File: config.mk
export PLATFORM = sky130hd
export DESIGN_NAME = load_store_unit
export DESIGN_NICKNAME = d
export VERILOG_FILES = /design/src/rtl/load_store_unit.sv
export SDC_FILE = /design/constraint.sdc
export NUM_CORES = 1
export LEC_CHECK = 0
export ABC_AREA = 1
export CORE_UTILIZATION = 47
export DETAILED_ROUTE_END_ITERATION = 10
export PLACE_DENSITY = 0.82
export SKIP_CTS_REPAIR_TIMING = 1
export SYNTH_ARGS = -nofsm -noshare
export SYNTH_HDL_FRONTEND = slang
export SYNTH_SLANG_ARGS = --single-unit
File: constraint.sdc
create_clock -name clk -period 2.95 [get_ports clk]
set_input_delay 0.295 -clock clk [delete_from_list [all_inputs] [get_ports clk]]
set_output_delay 0.295 -clock clk [all_outputs]
set_load 0.05 [all_outputs]
File: src/rtl/load_store_unit.sv
// Load/store unit between a RISC-V style core and a byte-addressed data memory.
// Misaligned halfword/word accesses are split into single-byte beats.
module load_store_unit #(
    parameter logic [2:0] RD_IDLE = 3'b111,
    parameter logic [2:0] WR_IDLE = 3'b111
) (
    input  logic        clk,
    input  logic        rst,
    input  logic        req_valid,
    output logic        req_ready,
    input  logic        req_is_store,
    input  logic [2:0]  req_funct3,
    input  logic [7:0]  req_addr,
    input  logic [31:0] req_wdata,
    output logic        resp_valid,
    output logic [31:0] resp_rdata,
    output logic        resp_err,
    output logic [2:0]  ReadControl,
    output logic [2:0]  WriteControl,
    output logic [7:0]  Address,
    output logic [31:0] WriteData,
    input  logic [31:0] ReadData
);

    typedef enum logic [1:0] {S_IDLE, S_ACCESS, S_RESP} state_t;

    state_t      r_state;
    state_t      w_nextState;
    logic        r_isStore;
    logic [2:0]  r_funct3;
    logic [7:0]  r_addr;
    logic [31:0] r_wdata;
    logic [31:0] r_rdata;
    logic        r_err;
    logic        r_misaligned;
    logic [1:0]  r_beat;

    logic        w_accept;
    logic        w_reqIllegal;
    logic        w_reqMisaligned;
    logic        w_lastBeat;

    assign w_accept = req_valid && (r_state == S_IDLE);

    always_comb begin
        w_reqIllegal = 1'b1;
        case (req_funct3)
            3'b000, 3'b001, 3'b010: w_reqIllegal = 1'b0;
            3'b100, 3'b101:         w_reqIllegal = req_is_store;
            default:                w_reqIllegal = 1'b1;
        endcase
    end

    // funct3[1:0] encodes the access size for every legal code: 00 byte, 01 half, 10 word
    assign w_reqMisaligned = ((req_funct3[1:0] == 2'b01) && req_addr[0]) ||
                             ((req_funct3[1:0] == 2'b10) && (req_addr[1:0] != 2'b00));

    assign w_lastBeat = !r_misaligned ||
                        (r_beat == ((r_funct3[1:0] == 2'b01) ? 2'd1 : 2'd3));

    always_ff @(posedge clk or posedge rst) begin
        if (rst) begin
            r_state <= S_IDLE;
        end else begin
            r_state <= w_nextState;
        end
    end

    always_comb begin
        w_nextState = r_state;
        case (r_state)
            S_IDLE: begin
                if (w_accept) begin
                    w_nextState = w_reqIllegal ? S_RESP : S_ACCESS;
                end
            end
            S_ACCESS: begin
                if (w_lastBeat) begin
                    w_nextState = S_RESP;
                end
            end
            S_RESP:  w_nextState = S_IDLE;
            default: w_nextState = S_IDLE;
        endcase
    end

    always_ff @(posedge clk or posedge rst) begin
        if (rst) begin
            r_isStore    <= 1'b0;
            r_funct3     <= 3'b000;
            r_addr       <= 8'h00;
            r_wdata      <= 32'h0;
            r_rdata      <= 32'h0;
            r_err        <= 1'b0;
            r_misaligned <= 1'b0;
            r_beat       <= 2'd0;
        end else if (w_accept) begin
            r_isStore    <= req_is_store;
            r_funct3     <= req_funct3;
            r_addr       <= req_addr;
            r_wdata      <= req_wdata;
            r_rdata      <= 32'h0;
            r_err        <= w_reqIllegal;
            r_misaligned <= w_reqMisaligned;
            r_beat       <= 2'd0;
        end else if (r_state == S_ACCESS) begin
            if (!r_isStore) begin
                if (r_misaligned) begin
                    r_rdata[{r_beat, 3'b000} +: 8] <= ReadData[7:0];
                end else begin
                    r_rdata <= ReadData;
                end
            end
            r_beat <= r_beat + 2'd1;
        end
    end

    // Aligned beats hand funct3 straight to memory; misaligned beats use sb/lbu per byte
    always_comb begin
        ReadControl  = RD_IDLE;
        WriteControl = WR_IDLE;
        Address      = 8'h00;
        WriteData    = 32'h0;
        if (r_state == S_ACCESS) begin
            if (r_misaligned) begin
                Address = r_addr + {6'b000000, r_beat};
                if (r_isStore) begin
                    WriteControl = 3'b000;
                    WriteData    = {24'h0, r_wdata[{r_beat, 3'b000} +: 8]};
                end else begin
                    ReadControl = 3'b100;
                end
            end else begin
                Address = r_addr;
                if (r_isStore) begin
                    WriteControl = r_funct3;
                    WriteData    = r_wdata;
                end else begin
                    ReadControl = r_funct3;
                end
            end
        end
    end

    // Assembled misaligned bytes are zero-filled above, so only lh needs extension here
    always_comb begin
        resp_rdata = 32'h0;
        if ((r_state == S_RESP) && !r_err && !r_isStore) begin
            if (r_misaligned && (r_funct3 == 3'b001)) begin
                resp_rdata = {{16{r_rdata[15]}}, r_rdata[15:0]};
            end else begin
                resp_rdata = r_rdata;
            end
        end
    end

    assign req_ready  = (r_state == S_IDLE);
    assign resp_valid = (r_state == S_RESP);
    assign resp_err   = (r_state == S_RESP) && r_err;

endmodule

# Word-level counts from Yosys, hierarchy flattened
# Index checks and enable logic that the tools add are counted.
[word_totals]
ff_bits = 82
word_cells = 78
output_inout_bits = 81
in_bits = 79
[classes]
add_sub_neg = 3
n_reduce_logical = 20
muxes = 29
shift = 3
eq_ne = 14
[ops]
columns = ["cell", "n"]
rows = [
  ["32-bit 2-to-1 mux", 9],
  ["32-bit bitwise mux", 1],
  ["8-bit by 7-bit variable shift with 32-bit output (first input constant)", 1],
  ["32-bit by 6-bit variable part select with 8-bit output", 1],
  ["8-bit by 7-bit variable part select with 32-bit output", 1],
  ["8-bit 2-to-1 mux", 3],
  ["3-bit 2-to-1 mux", 7],
  ["2-bit 2-to-1 mux", 7],
  ["8-bit by 2-bit adder with 8-bit output", 1],
  ["1-bit logical AND", 7],
  ["5-bit negation with 7-bit output", 1],
  ["2-bit by 1-bit == test with 1-bit output (second input constant)", 3],
  ["3-bit by 1-bit == test with 1-bit output (second input constant)", 2],
  ["3-bit == test (second input constant)", 2],
  ["2-bit == test (second input constant)", 2],
  ["2-bit by 1-bit != test with 1-bit output (second input constant)", 2],
  ["2-bit one-hot mux with 2 select lines", 1],
  ["2-bit AND reduction", 2],
  ["2-bit nonzero test", 2],
  ["3-bit by 2-bit == test with 1-bit output (second input constant)", 1],
  ["1-bit logical NOT", 3],
  ["3-bit logical NOT", 1],
  ["3-bit OR reduction", 1],
  ["2-bit by 1-bit adder with 2-bit output (second input constant)", 1],
  ["6 further kinds", 7],
]

# Logic depth before layout (Yosys ltp)
[logic_depth]
ltp_word = 7
ltp_mapped = 11
ltp_nobuf = 9

# Worst setup path after synthesis
# No wires, ideal clock.
[synth_timing]
path_type = "register to output"
startpoint = "reg r_state[0]"
endpoint = "out resp_rdata[27]"
path_stages_with_launch = 5
required_time_ns = 2.655
arrival_ns = 2.434
path_buffers = 1
setup_slack_ns = 0.221
cell_sequence = "dfrtp_1 > nor2_1 > nand3_1 > clkbuf_1 > a21oi_1"
[synth_between]
elab_chain_len = 4
[synth_rtl]
columns = ["element", "line_no", "source"]
rows = [
  ["start: declaration", "27", "state_t r_state;"],
  ["start signal: assignment", "65", "r_state <= w_nextState;"],
  ["2-bit == test", "n/a", ""],
  ["net resp_valid", "15", "output logic resp_valid,"],
  ["1-bit logical AND (2 in series)", "148", "if ((r_state == S_RESP) && !r_err && !r_isStore) begin"],
  ["32-bit 2-to-1 mux", "148", ""],
  ["end: declaration", "16", "output logic [31:0] resp_rdata,"],
]
# The timed path passes the listed nets, and every way through them passes these cells.

# Worst setup path in the final report
[layout_timing]
startpoint = "reg r_state[1]"
endpoint = "out WriteControl[1]"
[layout_between]
elab_chain_len = 2
[layout_rtl]
columns = ["element", "line_no", "source"]
rows = [
  ["2-bit by 1-bit == test with 1-bit output", "124", "if (r_state == S_ACCESS) begin"],
  ["3-bit 2-to-1 mux", "124", ""],
  ["end: declaration", "19", "output logic [2:0] WriteControl,"],
]
# Every way passes these cells.

==> metrics.txt <==
run status=finished clean; delay of the slowest cell on the worst path=750 ps; syn_nets=771; library cell contributing the largest single delay on the critical path=sky130_fd_sc_hd__clkdlybuf4s50_1; post-detailed-routing wire length=14.7 mm; number of placed I/O pins=160; total routing usage reported by global routing=0.292; average wire per cell in the routed design=15.2 um; area of all placed cells without fillers=7180 um2; global placement routability congestion=0.897; worst clock skew=14.7 ps; DIE WIDTH=103 um; effective utilization at floorplan=0.490; max cap viols=0; synth cell count leaders=sky130_fd_sc_hd__nand2_1, sky130_fd_sc_hd__dfrtp_1, sky130_fd_sc_hd__o21ai_0; total clock buffers created by CTS=9; number of optimization iterations in the first detailed-route pass=5; CP Capture Type=primary output; leading post-synthesis cells by cell area=sky130_fd_sc_hd__dfrtp_1, sky130_fd_sc_hd__nand2_1, sky130_fd_sc_hd__o21ai_0, sky130_fd_sc_hd__inv_1, sky130_fd_sc_hd__a21oi_1; most instantiated flip-flop cell in the synthesis netlist=sky130_fd_sc_hd__dfrtp_1; clock tree from TritonCTS=done; number of vias after detailed routing=5144; number of hold-slack violations in the final timing report=0; vias per cell=5.35; maximum number of pins on one net before global-route repair=83; antenna cell count=0; die area=10700 um2; FFs w/ async S/R, synth=1.00; antenna-violating nets left=0; count of pins over their slew limit=0; list of cells traversed by the critical path=inv_1 -> nand2_2 -> nor2_1 -> o21ai_0 -> clkdlybuf4s50_1; number of antenna violations at the first check in global routing=0; peak supply drop=368 uV; maximum clock insertion buffer count=2; post-synthesis cell type count=29; beginning of the worst register-to-register path=r_beat[0]$_DFFE_PP0P_; end of the worst register-to-register path=r_rdata[27]$_DFFE_PP0P_; clock edge transition at the registers on the reported setup and hold paths=90 ps; share of the clock period used by the worst path=0.942; sequential-to-total area share from yosys stat=0.425; global-route wire length before repair=23.8 mm; P&R area growth vs syn=48.6%; Max Clk Rate=360 MHz; worst path required time=2650 ps; Synth Warn #=0; worst-case register-to-register setup slack=810 ps; post-synth design cell area=4830 um2; Placement Cell Area=6980 um2; leading cell type by number of instances after synthesis=sky130_fd_sc_hd__nand2_1; proportion of layout cells with a drive suffix above 1=0.139; crit path DAT=2480 ps; insertion delay to the later sink of the worst-skew pair=360 ps; Detail Placement HPWL=10.8 mm; Mean Syn Cell Area=7.07 um2; clk sinks=82; cell accounting for the most synthesized area=sky130_fd_sc_hd__dfrtp_1; Final Hold Slack=347 ps; filler cell count in the final layout=730; Die Y=103 um; Worst Reg-to-Reg Cells=7; number of cell rows=36; DRC viols=0; Core Area=9860 um2; number of setup violations in the final report=0; leak pwr=3.25 nW; final critical-path required period=2780 ps; total negative setup slack=0 ps; IO Port Bufs=159; cell chosen for the clock root=sky130_fd_sc_hd__clkbuf_8; Max Fanout on Critical Path=11; number of synthesized register bits=82; # nets final=911; drt first-iter violations=286; number of instances in the synthesized netlist=684; path type of the worst setup path=reg2out; nature of the critical path startpoint=flip-flop; Post-synth EDFFs=0; worst min-delay path category=in2async; unrepaired setup endpoints after global routing=false; pwr dens=818 nW/um2; Relative slew margins=0.422; Yosys top cell area share=0.425; CTS H-Tree Depth=3; number of global-route vias before repair=4986; transition time of the tightest slew-check pin=864 ps; overflow left after global routing=0
## cell usage in the layout, fill, tap and decap left out, drive strengths merged, types with 11 or more instances in the layout
| cell | count |
|---|---|
| buf | 82 |
| clkbuf | 12 |
| nand4 | 11 |
| nand2 | 246 |
| inv | 65 |
| a21oi | 32 |
| clkdlybuf4s50 | 86 |
| o21ai | 96 |
| nand3 | 26 |
| nor3 | 25 |
| nor2 | 39 |
| dfrtp | 82 |
## power breakdown
part / switching, mW / internal [mW] / leakage (nW)
clock network: 0.420 / 0.416 / 0.0966
registers: 0.384 / 1.61 / 1.04
logic: 2.01 / 1.03 / 2.12
## worst max-delay path: cells and delay by family (launching register included)
family / cells / cell delay, ps
buffers and inverters: 2 / 870
AND/OR/NAND/NOR: 2 / 630
AO/OA/AOI/OAI: 1 / 210
flip-flops: 1 / 410
## stage by stage
stage / utilization / cells / power, mW / setup WS [ps]
after global placement: 0.708 / 946 / 4.91 / 564
after CTS: 0.728 / 962 / 5.85 / 6.78
after detailed placement: 0.708 / 946 / 5.03 / 416
final: 0.728 / 962 / 5.88 / 170
after global routing: 0.728 / 962 / 6.29 / 82.5
after floorplan: - / 684 / 4.01 / 221
## layer usage
metal	global-route usage	wire length (um)	vias up
li1	-	-	2472
met1	0.351	5720	2375
met2	0.497	7180	260
met3	0.0659	1330	37
met4	0.137	427	0
met5	0	0	-
## cell families (layout without fill, tap and decap cells)
group | after synthesis | count (layout) | synth area share
AOI/OAI and AO/OA | 138 | 138 | 0.158
and+or+nand+nor | 349 | 349 | 0.299
DFF | 82 | 82 | 0.425
adders and majority gates | 8 | 8 | 0.0223
buffers and inverters | 107 | 252 | 0.0963
## worst max path at each step
stage                       to  cells after the start  slack, ps                   start
6_report       WriteControl[1]                      5        170  r_state[1]$_DFFE_PP0P_
5_1_grt        WriteControl[1]                      5         80  r_state[1]$_DFFE_PP0P_
4_1_cts           WriteData[1]                      6          7   r_beat[0]$_DFFE_PP0P_
3_5_place_dp      WriteData[1]                      6        420   r_beat[0]$_DFFE_PP0P_
3_3_place_gp      WriteData[0]                      6        560   r_beat[0]$_DFFE_PP0P_
2_1_floorplan   resp_rdata[27]                      4        220  r_state[0]$_DFFE_PP0P_
## cell type report
cell class / instances / area [um2] / share of cell area
Timing Repair Buffer: 168 / 2190 / 0.305
Tap cell: 133 / 166 / 0.0232
Multi-Input combinational cell: 495 / 2320 / 0.322
Clock buffer: 12 / 145 / 0.0202
Inverter: 68 / 260 / 0.0362
Sequential cell: 82 / 2050 / 0.286
Clock inverter: 4 / 51.3 / 0.00714
## state kept, by name, summed over array words and instances (netlist names)
| register | cells |
|---|---|
| r_err | 1 |
| r_misaligned | 1 |
| r_rdata | 32 |
| r_addr | 8 |
| r_beat | 2 |
| r_state | 2 |
| r_funct3 | 3 |
| r_isStore | 1 |
| r_wdata | 32 |
No activity file was read; power rests on OpenSTA's default activity.
